File: config.mk
export PLATFORM = sky130hd
export DESIGN_NAME = vdp_cpu_port
export DESIGN_NICKNAME = d
export VERILOG_FILES = /design/src/rtl/vdp_cpu_port.sv
export SDC_FILE = /design/constraint.sdc
export NUM_CORES = 1
export LEC_CHECK = 0
export CORE_UTILIZATION = 24
export DETAILED_ROUTE_END_ITERATION = 7
export GPL_TIMING_DRIVEN = 0
export PLACE_DENSITY = 0.4
export SLEW_MARGIN = 20
export SYNTH_ARGS = -nofsm -noshare
export SYNTH_HDL_FRONTEND = slang
export SYNTH_SLANG_ARGS = --single-unit
export TNS_END_PERCENT = 5
File: constraint.sdc
create_clock -name clk -period 5.2 [get_ports clk]
set_input_delay 0.78 -clock clk [delete_from_list [all_inputs] [get_ports clk]]
set_output_delay 0.78 -clock clk [all_outputs]
set_load 0.05 [all_outputs]
File: src/rtl/vdp_cpu_port.sv
// Host-CPU port sequencer for the VDP bus: qualifies filtered /CSR and /CSW strobes by pulse
// width and emits registered write/read strobes and the CD output-driver controls.
module vdp_cpu_port #(
    parameter int unsigned MIN_LOW  = 3,
    parameter int unsigned RECOVERY = 2
) (
    input  logic       clk,
    input  logic       reset_n,
    input  logic       csr_n_f,
    input  logic       csw_n_f,
    input  logic       mode_f,
    input  logic [7:0] cd_in,
    input  logic [7:0] rd_data,
    output logic       wr_stb,
    output logic       wr_port,
    output logic [7:0] wr_data,
    output logic       rd_stb,
    output logic       rd_port,
    output logic       rd_done,
    output logic [7:0] cd_out,
    output logic       cd_oe,
    output logic       glitch,
    output logic       conflict
);

    typedef enum logic [2:0] {
        StIdle,
        StWrQual,
        StWrAct,
        StRdQual,
        StRdAct,
        StRecover
    } state_e;

    localparam logic [3:0] MinLow      = 4'(MIN_LOW);
    localparam logic [3:0] Recovery    = 4'(RECOVERY);
    localparam bit         QualOnFall  = (MIN_LOW <= 1);
    localparam state_e     AfterAccess = (RECOVERY == 0) ? StIdle : StRecover;

    state_e     state_q, state_d;
    logic [3:0] qcnt_q, qcnt_d, rcnt_q, rcnt_d;
    logic [3:0] qcnt_inc, rcnt_inc;
    logic       prev_r_q, prev_w_q, armed_q;
    logic       csr_lvl, csw_lvl, fall_r, fall_w;
    logic [7:0] hold_q, hold_d;
    logic       wport_q, wport_d, rport_q, rport_d;
    logic       wr_stb_q, wr_stb_d, rd_stb_q, rd_stb_d, rd_done_q, rd_done_d;
    logic       glitch_q, glitch_d, conflict_q, conflict_d;
    logic       wr_port_q, wr_port_d, rd_port_q, rd_port_d, cd_oe_q, cd_oe_d;
    logic [7:0] wr_data_q, wr_data_d, cd_out_q, cd_out_d;

    // An undriven (X/Z) filter output keeps the last resolved level.
    always_comb begin
        case (csr_n_f)
            1'b0:    csr_lvl = 1'b0;
            1'b1:    csr_lvl = 1'b1;
            default: csr_lvl = prev_r_q;
        endcase
        case (csw_n_f)
            1'b0:    csw_lvl = 1'b0;
            1'b1:    csw_lvl = 1'b1;
            default: csw_lvl = prev_w_q;
        endcase
    end

    // armed_q masks the first edge after reset so a strobe held low through reset is not a fall.
    assign fall_r   = armed_q & prev_r_q & ~csr_lvl;
    assign fall_w   = armed_q & prev_w_q & ~csw_lvl;
    assign qcnt_inc = (qcnt_q == 4'hf) ? qcnt_q : qcnt_q + 4'd1;
    assign rcnt_inc = (rcnt_q == 4'hf) ? rcnt_q : rcnt_q + 4'd1;

    always_comb begin
        state_d    = state_q;
        qcnt_d     = qcnt_q;
        rcnt_d     = rcnt_q;
        hold_d     = hold_q;
        wport_d    = wport_q;
        rport_d    = rport_q;
        wr_stb_d   = 1'b0;
        rd_stb_d   = 1'b0;
        rd_done_d  = 1'b0;
        glitch_d   = 1'b0;
        conflict_d = 1'b0;
        wr_port_d  = wr_port_q;
        wr_data_d  = wr_data_q;
        rd_port_d  = rd_port_q;
        cd_out_d   = cd_out_q;
        cd_oe_d    = cd_oe_q;
        unique case (state_q)
            StIdle: begin
                if (fall_w && csr_lvl) begin
                    qcnt_d  = 4'd1;
                    hold_d  = cd_in;
                    wport_d = mode_f;
                    state_d = QualOnFall ? StWrAct : StWrQual;
                end else if (fall_r && csw_lvl) begin
                    qcnt_d  = 4'd1;
                    rport_d = mode_f;
                    if (QualOnFall) begin
                        rd_stb_d  = 1'b1;
                        rd_port_d = mode_f;
                        cd_oe_d   = 1'b1;
                        state_d   = StRdAct;
                    end else begin
                        state_d = StRdQual;
                    end
                end else if ((fall_w || fall_r) && !csw_lvl && !csr_lvl) begin
                    conflict_d = 1'b1;
                end
            end
            StWrQual: begin
                conflict_d = fall_r;
                if (csw_lvl) begin
                    glitch_d = 1'b1;
                    state_d  = StIdle;
                end else begin
                    qcnt_d = qcnt_inc;
                    hold_d = cd_in;
                    if (qcnt_inc >= MinLow) state_d = StWrAct;
                end
            end
            StWrAct: begin
                conflict_d = fall_r;
                if (csw_lvl) begin
                    wr_stb_d  = 1'b1;
                    wr_data_d = hold_q;
                    wr_port_d = wport_q;
                    rcnt_d    = 4'd0;
                    state_d   = AfterAccess;
                end else begin
                    hold_d = cd_in;
                end
            end
            StRdQual: begin
                conflict_d = fall_w;
                if (csr_lvl) begin
                    glitch_d = 1'b1;
                    state_d  = StIdle;
                end else begin
                    qcnt_d = qcnt_inc;
                    if (qcnt_inc >= MinLow) begin
                        rd_stb_d  = 1'b1;
                        rd_port_d = rport_q;
                        cd_oe_d   = 1'b1;
                        state_d   = StRdAct;
                    end
                end
            end
            StRdAct: begin
                conflict_d = fall_w;
                cd_out_d   = rd_data;
                if (csr_lvl) begin
                    cd_oe_d   = 1'b0;
                    rd_done_d = 1'b1;
                    rcnt_d    = 4'd0;
                    state_d   = AfterAccess;
                end
            end
            StRecover: begin
                if (rcnt_inc >= Recovery) state_d = StIdle;
                else                      rcnt_d  = rcnt_inc;
            end
            default: state_d = StIdle;
        endcase
    end

    always_ff @(posedge clk or negedge reset_n) begin
        if (!reset_n) begin
            state_q    <= StIdle;
            qcnt_q     <= 4'd0;
            rcnt_q     <= 4'd0;
            prev_r_q   <= 1'b1;
            prev_w_q   <= 1'b1;
            armed_q    <= 1'b0;
            hold_q     <= 8'h00;
            wport_q    <= 1'b0;
            rport_q    <= 1'b0;
            wr_stb_q   <= 1'b0;
            rd_stb_q   <= 1'b0;
            rd_done_q  <= 1'b0;
            glitch_q   <= 1'b0;
            conflict_q <= 1'b0;
            wr_port_q  <= 1'b0;
            wr_data_q  <= 8'h00;
            rd_port_q  <= 1'b0;
            cd_out_q   <= 8'h00;
            cd_oe_q    <= 1'b0;
        end else begin
            state_q    <= state_d;
            qcnt_q     <= qcnt_d;
            rcnt_q     <= rcnt_d;
            prev_r_q   <= csr_lvl;
            prev_w_q   <= csw_lvl;
            armed_q    <= 1'b1;
            hold_q     <= hold_d;
            wport_q    <= wport_d;
            rport_q    <= rport_d;
            wr_stb_q   <= wr_stb_d;
            rd_stb_q   <= rd_stb_d;
            rd_done_q  <= rd_done_d;
            glitch_q   <= glitch_d;
            conflict_q <= conflict_d;
            wr_port_q  <= wr_port_d;
            wr_data_q  <= wr_data_d;
            rd_port_q  <= rd_port_d;
            cd_out_q   <= cd_out_d;
            cd_oe_q    <= cd_oe_d;
        end
    end

    assign wr_stb   = wr_stb_q;
    assign wr_port  = wr_port_q;
    assign wr_data  = wr_data_q;
    assign rd_stb   = rd_stb_q;
    assign rd_port  = rd_port_q;
    assign rd_done  = rd_done_q;
    assign cd_out   = cd_out_q;
    assign cd_oe    = cd_oe_q;
    assign glitch   = glitch_q;
    assign conflict = conflict_q;

endmodule

== After elaboration in Yosys (flattened, before gate mapping) ==
Index checks and enable logic that the tools add are counted.

* Add/sub/neg operators: 2
* $lt $le $gt $ge: 2
* Eq/ne operators: 19
* Multiplexer cells: 42
* Bitwise operators: 9
* Reductions and logical operators: 23

{| class="wikitable"
|+ Operator list
! cell !! count
|-
| 4-bit 2-to-1 mux || 9
|-
| 3-bit 2-to-1 mux || 9
|-
| 4-bit case mux with 3 select lines || 2
|-
| 2-bit != test (second input constant) || 9
|-
| 3-bit case mux with 6 select lines || 1
|-
| 8-bit 2-to-1 mux || 2
|-
| 8-bit case mux with 2 select lines || 1
|-
| 1-bit 2-to-1 mux || 13
|-
| 4-bit AND reduction || 3
|-
| 3-bit != test (second input constant) || 3
|-
| 3-bit AND reduction || 3
|-
| 4-bit by 1-bit adder with 4-bit output (second input constant) || 2
|-
| 4-bit == test (second input constant) || 2
|-
| 4-bit by 2-bit greater-or-equal comparator with 1-bit output (second input constant) || 2
|-
| 1-bit case mux with 2 select lines || 4
|-
| 3-bit by 2-bit == test with 1-bit output (second input constant) || 2
|-
| 3-bit == test (second input constant) || 2
|-
| 6-bit AND reduction || 1
|-
| 3-bit nonzero test || 2
|-
| 1-bit NOT || 5
|-
| 1-bit bitwise AND || 4
|-
| 1-bit logical AND || 4
|-
| 2-bit AND reduction || 2
|-
| 2-bit nonzero test || 2
|-
| other kinds (6) || 8
|}

* Register bits after elaboration: 48
* Output and inout bits: 24

== Longest topological paths before layout ==
* Depth in word-level cells: 11
* Mapped depth: 8
* Depth with buffers taken out: 6

== Worst setup path before layout ==
OpenSTA, ideal clock, no wires.

* Path kind: in2reg
* Start: in csr_n_f
* End: reg hold_q[0]
* Library setup time: 0.125 ns
* Data arrival time: 1.903 ns
* Data required time: 5.075 ns
* Slack: 3.172 ns
* Stages on the path: 4
* Path through: buf_4 -> a311oi_1 -> a2111oi_4 -> mux2_2

* Longest elaborated chain between the ends: 5

{| class="wikitable"
|+ Ends and longest elaborated chain
! item !! RTL line !! RTL
|-
| start, declared || 9 || <nowiki>input logic csr_n_f,</nowiki>
|-
| 1-bit NOT || 54 || <nowiki>case (csr_n_f)</nowiki>
|-
| 1-bit case mux with 2 select lines (*) || 54 ||
|-
| 1-bit logical AND (*) || 91 || <nowiki>if (fall_w && csr_lvl) begin</nowiki>
|-
| 2-bit != test (no line) (*) || -- ||
|-
| 3-bit AND reduction (no line) (*) || -- ||
|-
| end signal, assigned || 195 || <nowiki>hold_q <= hold_d;</nowiki>
|-
| end, declared || 45 || <nowiki>logic [7:0] hold_q, hold_d;</nowiki>
|}

Every way passes the cells marked *; elsewhere a longest branch is shown, timed or not.
A chain may end at the register's enable or synchronous reset.

== Final worst setup path ==
* Start: in csr_n_f
* End: reg hold_q[7]

The elaborated chain is that of the path after synthesis.

==> flow_metrics.env <==
export IMPL_hold_class="in -> async"
export IMPL_rsz0062_at_grt="false"
export IMPL_cp_slowest_cell="a2111oi_4"
export IMPL_synth_edf_count=0
export IMPL_dieWidth_um=97.4
export IMPL_reg2reg_slack_ps=3060
export IMPL_seq_area_frac_synth=0.552
export IMPL_synth_distinct_cells=36
export IMPL_port_buffers=44
export IMPL_r2r_start="qcnt_q[0]"
export IMPL_peakVddDrop_mv=0.275
export IMPL_synthToLayoutAreaGrowth_pct=30.7
export IMPL_setup_viol=0
export IMPL_grt_pass1_vias=1548
export IMPL_synth_cells_most_frequent="dfrtp_1, mux2_2, nand2_1, o21ai_0, nor2_1"
export IMPL_grt_max_degree=49
export IMPL_drt_initial_drc_count=91
export IMPL_total_power_uw=1800
export IMPL_start_kind="input port"
export IMPL_cts_resized=0
export IMPL_drv_slew=0
export IMPL_crit_chain="clkdlybuf4s50_1, buf_4, a311oi_1, a2111oi_4, mux2_2"
export IMPL_root_buffer="clkbuf_8"
export IMPL_pwr_share_seq=0.337
export IMPL_ctsHoldBuffers=0
export IMPL_drc=0
export IMPL_crit_path_end_kind="flop"
export IMPL_synthesis_area_mm2=0.00218
export IMPL_layout_drive_gt1_share=0.217
export IMPL_ys_async_sr_fraction=1.00
export IMPL_clock_skew_ps=6.87
export IMPL_cts_max_level=2
export IMPL_pin_count=45
export IMPL_die_area_mm2=0.00948
export IMPL_ant_nets=0
export IMPL_hold_viol=0
export IMPL_die_height_um=97.4
export IMPL_num_vias=1531
export IMPL_crit_type="in -> reg"
export IMPL_postCtsSetupBuffers=0
export IMPL_synthesis_nets=206
export IMPL_synth_ff_type="dfrtp_1"
export IMPL_worst_pin_slew_ps=731
export IMPL_leakagePower_uw=0.00118
export IMPL_synth_seq_cells=48
export IMPL_busiest_layer="met2"
export IMPL_rows=34
export IMPL_final_cells=343
export IMPL_postSynthCellCount=183
export IMPL_wl_mm=4.76
export IMPL_holdWs_ps=482
export IMPL_max_freq_mhz=396
export IMPL_dr_pass1_iters=4
export IMPL_path_max_fanout=10
export IMPL_initial_utilization=0.249
export IMPL_synth_top_area_frac=0.528
export IMPL_yosysTopAreaCell="dfrtp_1"
export IMPL_clkTransAtPathRegs_ps=100
export IMPL_final_util=0.326
export IMPL_met1_usage=0.143
export IMPL_avgSynthCellArea_um2=11.9
export IMPL_hpwl_mm=3.21
export IMPL_crit_arrival_ps=2720
export IMPL_yosys_warnings=0
export IMPL_max_cap_viol_count=0
export IMPL_swShare=0.435
export IMPL_grt_util_met3=0.0309
export IMPL_clockPowerShare=0.137
export IMPL_switchingPower_uw=784
export IMPL_status="finished clean"
export IMPL_min_period_ps=2530
export IMPL_period_share=0.486
export IMPL_met2_usage=0.163
export IMPL_cts_tree="built"
export IMPL_grtUsageTotal=0.106
export IMPL_viasPerCell=4.46
export IMPL_wl_per_cell_um=13.9
export IMPL_grt_pass1_wl_mm=7.91
export IMPL_p_comb_frac=0.525
export IMPL_power_internal_uw=1020
export IMPL_synth_most_common_cell="dfrtp_1"
export IMPL_cts_sinks=48
export IMPL_num_nets_final=257
export IMPL_core_area_mm2=0.00876
export IMPL_clk_latency_ps=310
export IMPL_gr_total_overflow=0
export IMPL_place_congestion=0.713
export IMPL_worstPathRequired_ps=5400
export IMPL_setup_tns_ps=0
export IMPL_cts_buffer_depth=2
export IMPL_post_place_cells=335
export IMPL_num_antenna_cells=0
export IMPL_rr_endpoint="rd_port"
export IMPL_slew_headroom=0.513
export IMPL_reg2regPathDepth=5
export IMPL_max_stage_delay_ps=680
export IMPL_cts_buffers=5
export IMPL_power_density_mw_per_mm2=631
export IMPL_fill_cells=895
export IMPL_antenna_found_initial=0
export IMPL_synthTopCellsByArea="dfrtp_1, mux2_2, o21ai_0"
placed cells by master, fill, tap and decap left out, drive strengths merged:
| cell | count |
|---|---|
| a311oi | 1 |
| nand3 | 5 |
| mux2 | 28 |
| a211oi | 4 |
| nor4b | 1 |
| and3b | 1 |
| o21ai | 11 |
| ha | 2 |
| mux2i | 1 |
| a41oi | 1 |
| dfrtp | 46 |
| nand3b | 1 |
| nand2b | 4 |
| a311o | 1 |
| nor2b | 5 |
| nor3 | 3 |
| clkdlybuf4s50 | 43 |
| and2 | 2 |
| dfstp | 2 |
| a32o | 1 |
| nor3b | 3 |
| clkinvlp | 2 |
| a21oi | 9 |
| a21o | 4 |
| o31ai | 1 |
| a2111oi | 2 |
| nor2 | 10 |
| or3 | 3 |
| clkbuf | 9 |
| o22ai | 1 |
| nand2 | 11 |
| inv | 6 |
| a22o | 1 |
| conb | 1 |
| a21bo | 1 |
| buf | 8 |
worst max-delay path by stage:
| stage | start | to | slack, ps | cells past startpoint |
|---|---|---|---|---|
| after floorplan | csr_n_f | hold_q[0] | 3170 | 4 |
| after global placement | reset_n | cd_out[2] | 1740 | 1 |
| after detailed placement | csr_n_f | hold_q[3] | 2290 | 5 |
| after CTS | csr_n_f | hold_q[7] | 2610 | 5 |
| after global routing | csr_n_f | hold_q[6] | 2580 | 5 |
| final | csr_n_f | hold_q[7] | 2670 | 5 |
power by group through the flow:
stage          clock network [µW]  registers [µW]  logic [µW]
4_1_cts                       261             611         960
5_1_grt                       278             631        1010
3_3_place_gp                    0             618         958
2_1_floorplan                   0             894         392
6_report                      247             608         946
3_5_place_dp                    0             616         959
final cells by class:
cell class / instances / area [µm²] / share of cell area
buffer: 10 / 51.3 / 0.0180
clock buffer: 6 / 82.6 / 0.0289
clock inverter: 2 / 15.0 / 0.00526
inverter: 6 / 22.5 / 0.00789
multi-input combinational: 119 / 905 / 0.317
sequential: 48 / 1200 / 0.422
tap: 108 / 135 / 0.0474
timing repair buffer: 44 / 438 / 0.154
registers in the layout, summed over array words and instances, names as in the netlist, 3 cells and up:
| signal | count |
|---|---|
| wr_data | 8 |
| rcnt_q | 4 |
| cd_out | 8 |
| hold_q | 8 |
| qcnt_q | 4 |
| state_q | 3 |
cells by family after synthesis:
logic type,synth area share
other,0.00172
AND/OR/NAND/NOR,0.122
flip-flops,0.552
buffers and inverters,0.0338
multiplexers,0.149
AO/OA/AOI/OAI,0.131
adder cells (fa/ha/maj),0.0115
worst max-delay path: cells and delay by family:
| kind | cells | cell delay (ps) |
|---|---|---|
| buffers and inverters | 2 | 720 |
| AO/OA/AOI/OAI | 2 | 820 |
| multiplexers | 1 | 400 |
stage by stage:
step | cell area, µm² | setup slack (ps)
2_1_floorplan | 2180 | 3170
3_3_place_gp | 2760 | 1740
3_5_place_dp | 2760 | 2290
4_1_cts | 2850 | 2610
5_1_grt | 2850 | 2580
6_report | 2850 | 2670
routing by layer:
metal | share of wire | vias up
li1 | - | 747
met1 | 0.50 | 752
met2 | 0.46 | 30
met3 | 0.040 | 2
met4 | 0.0084 | 0
met5 | 0 | -
Note: power is estimated with default switching activity, not from simulation.
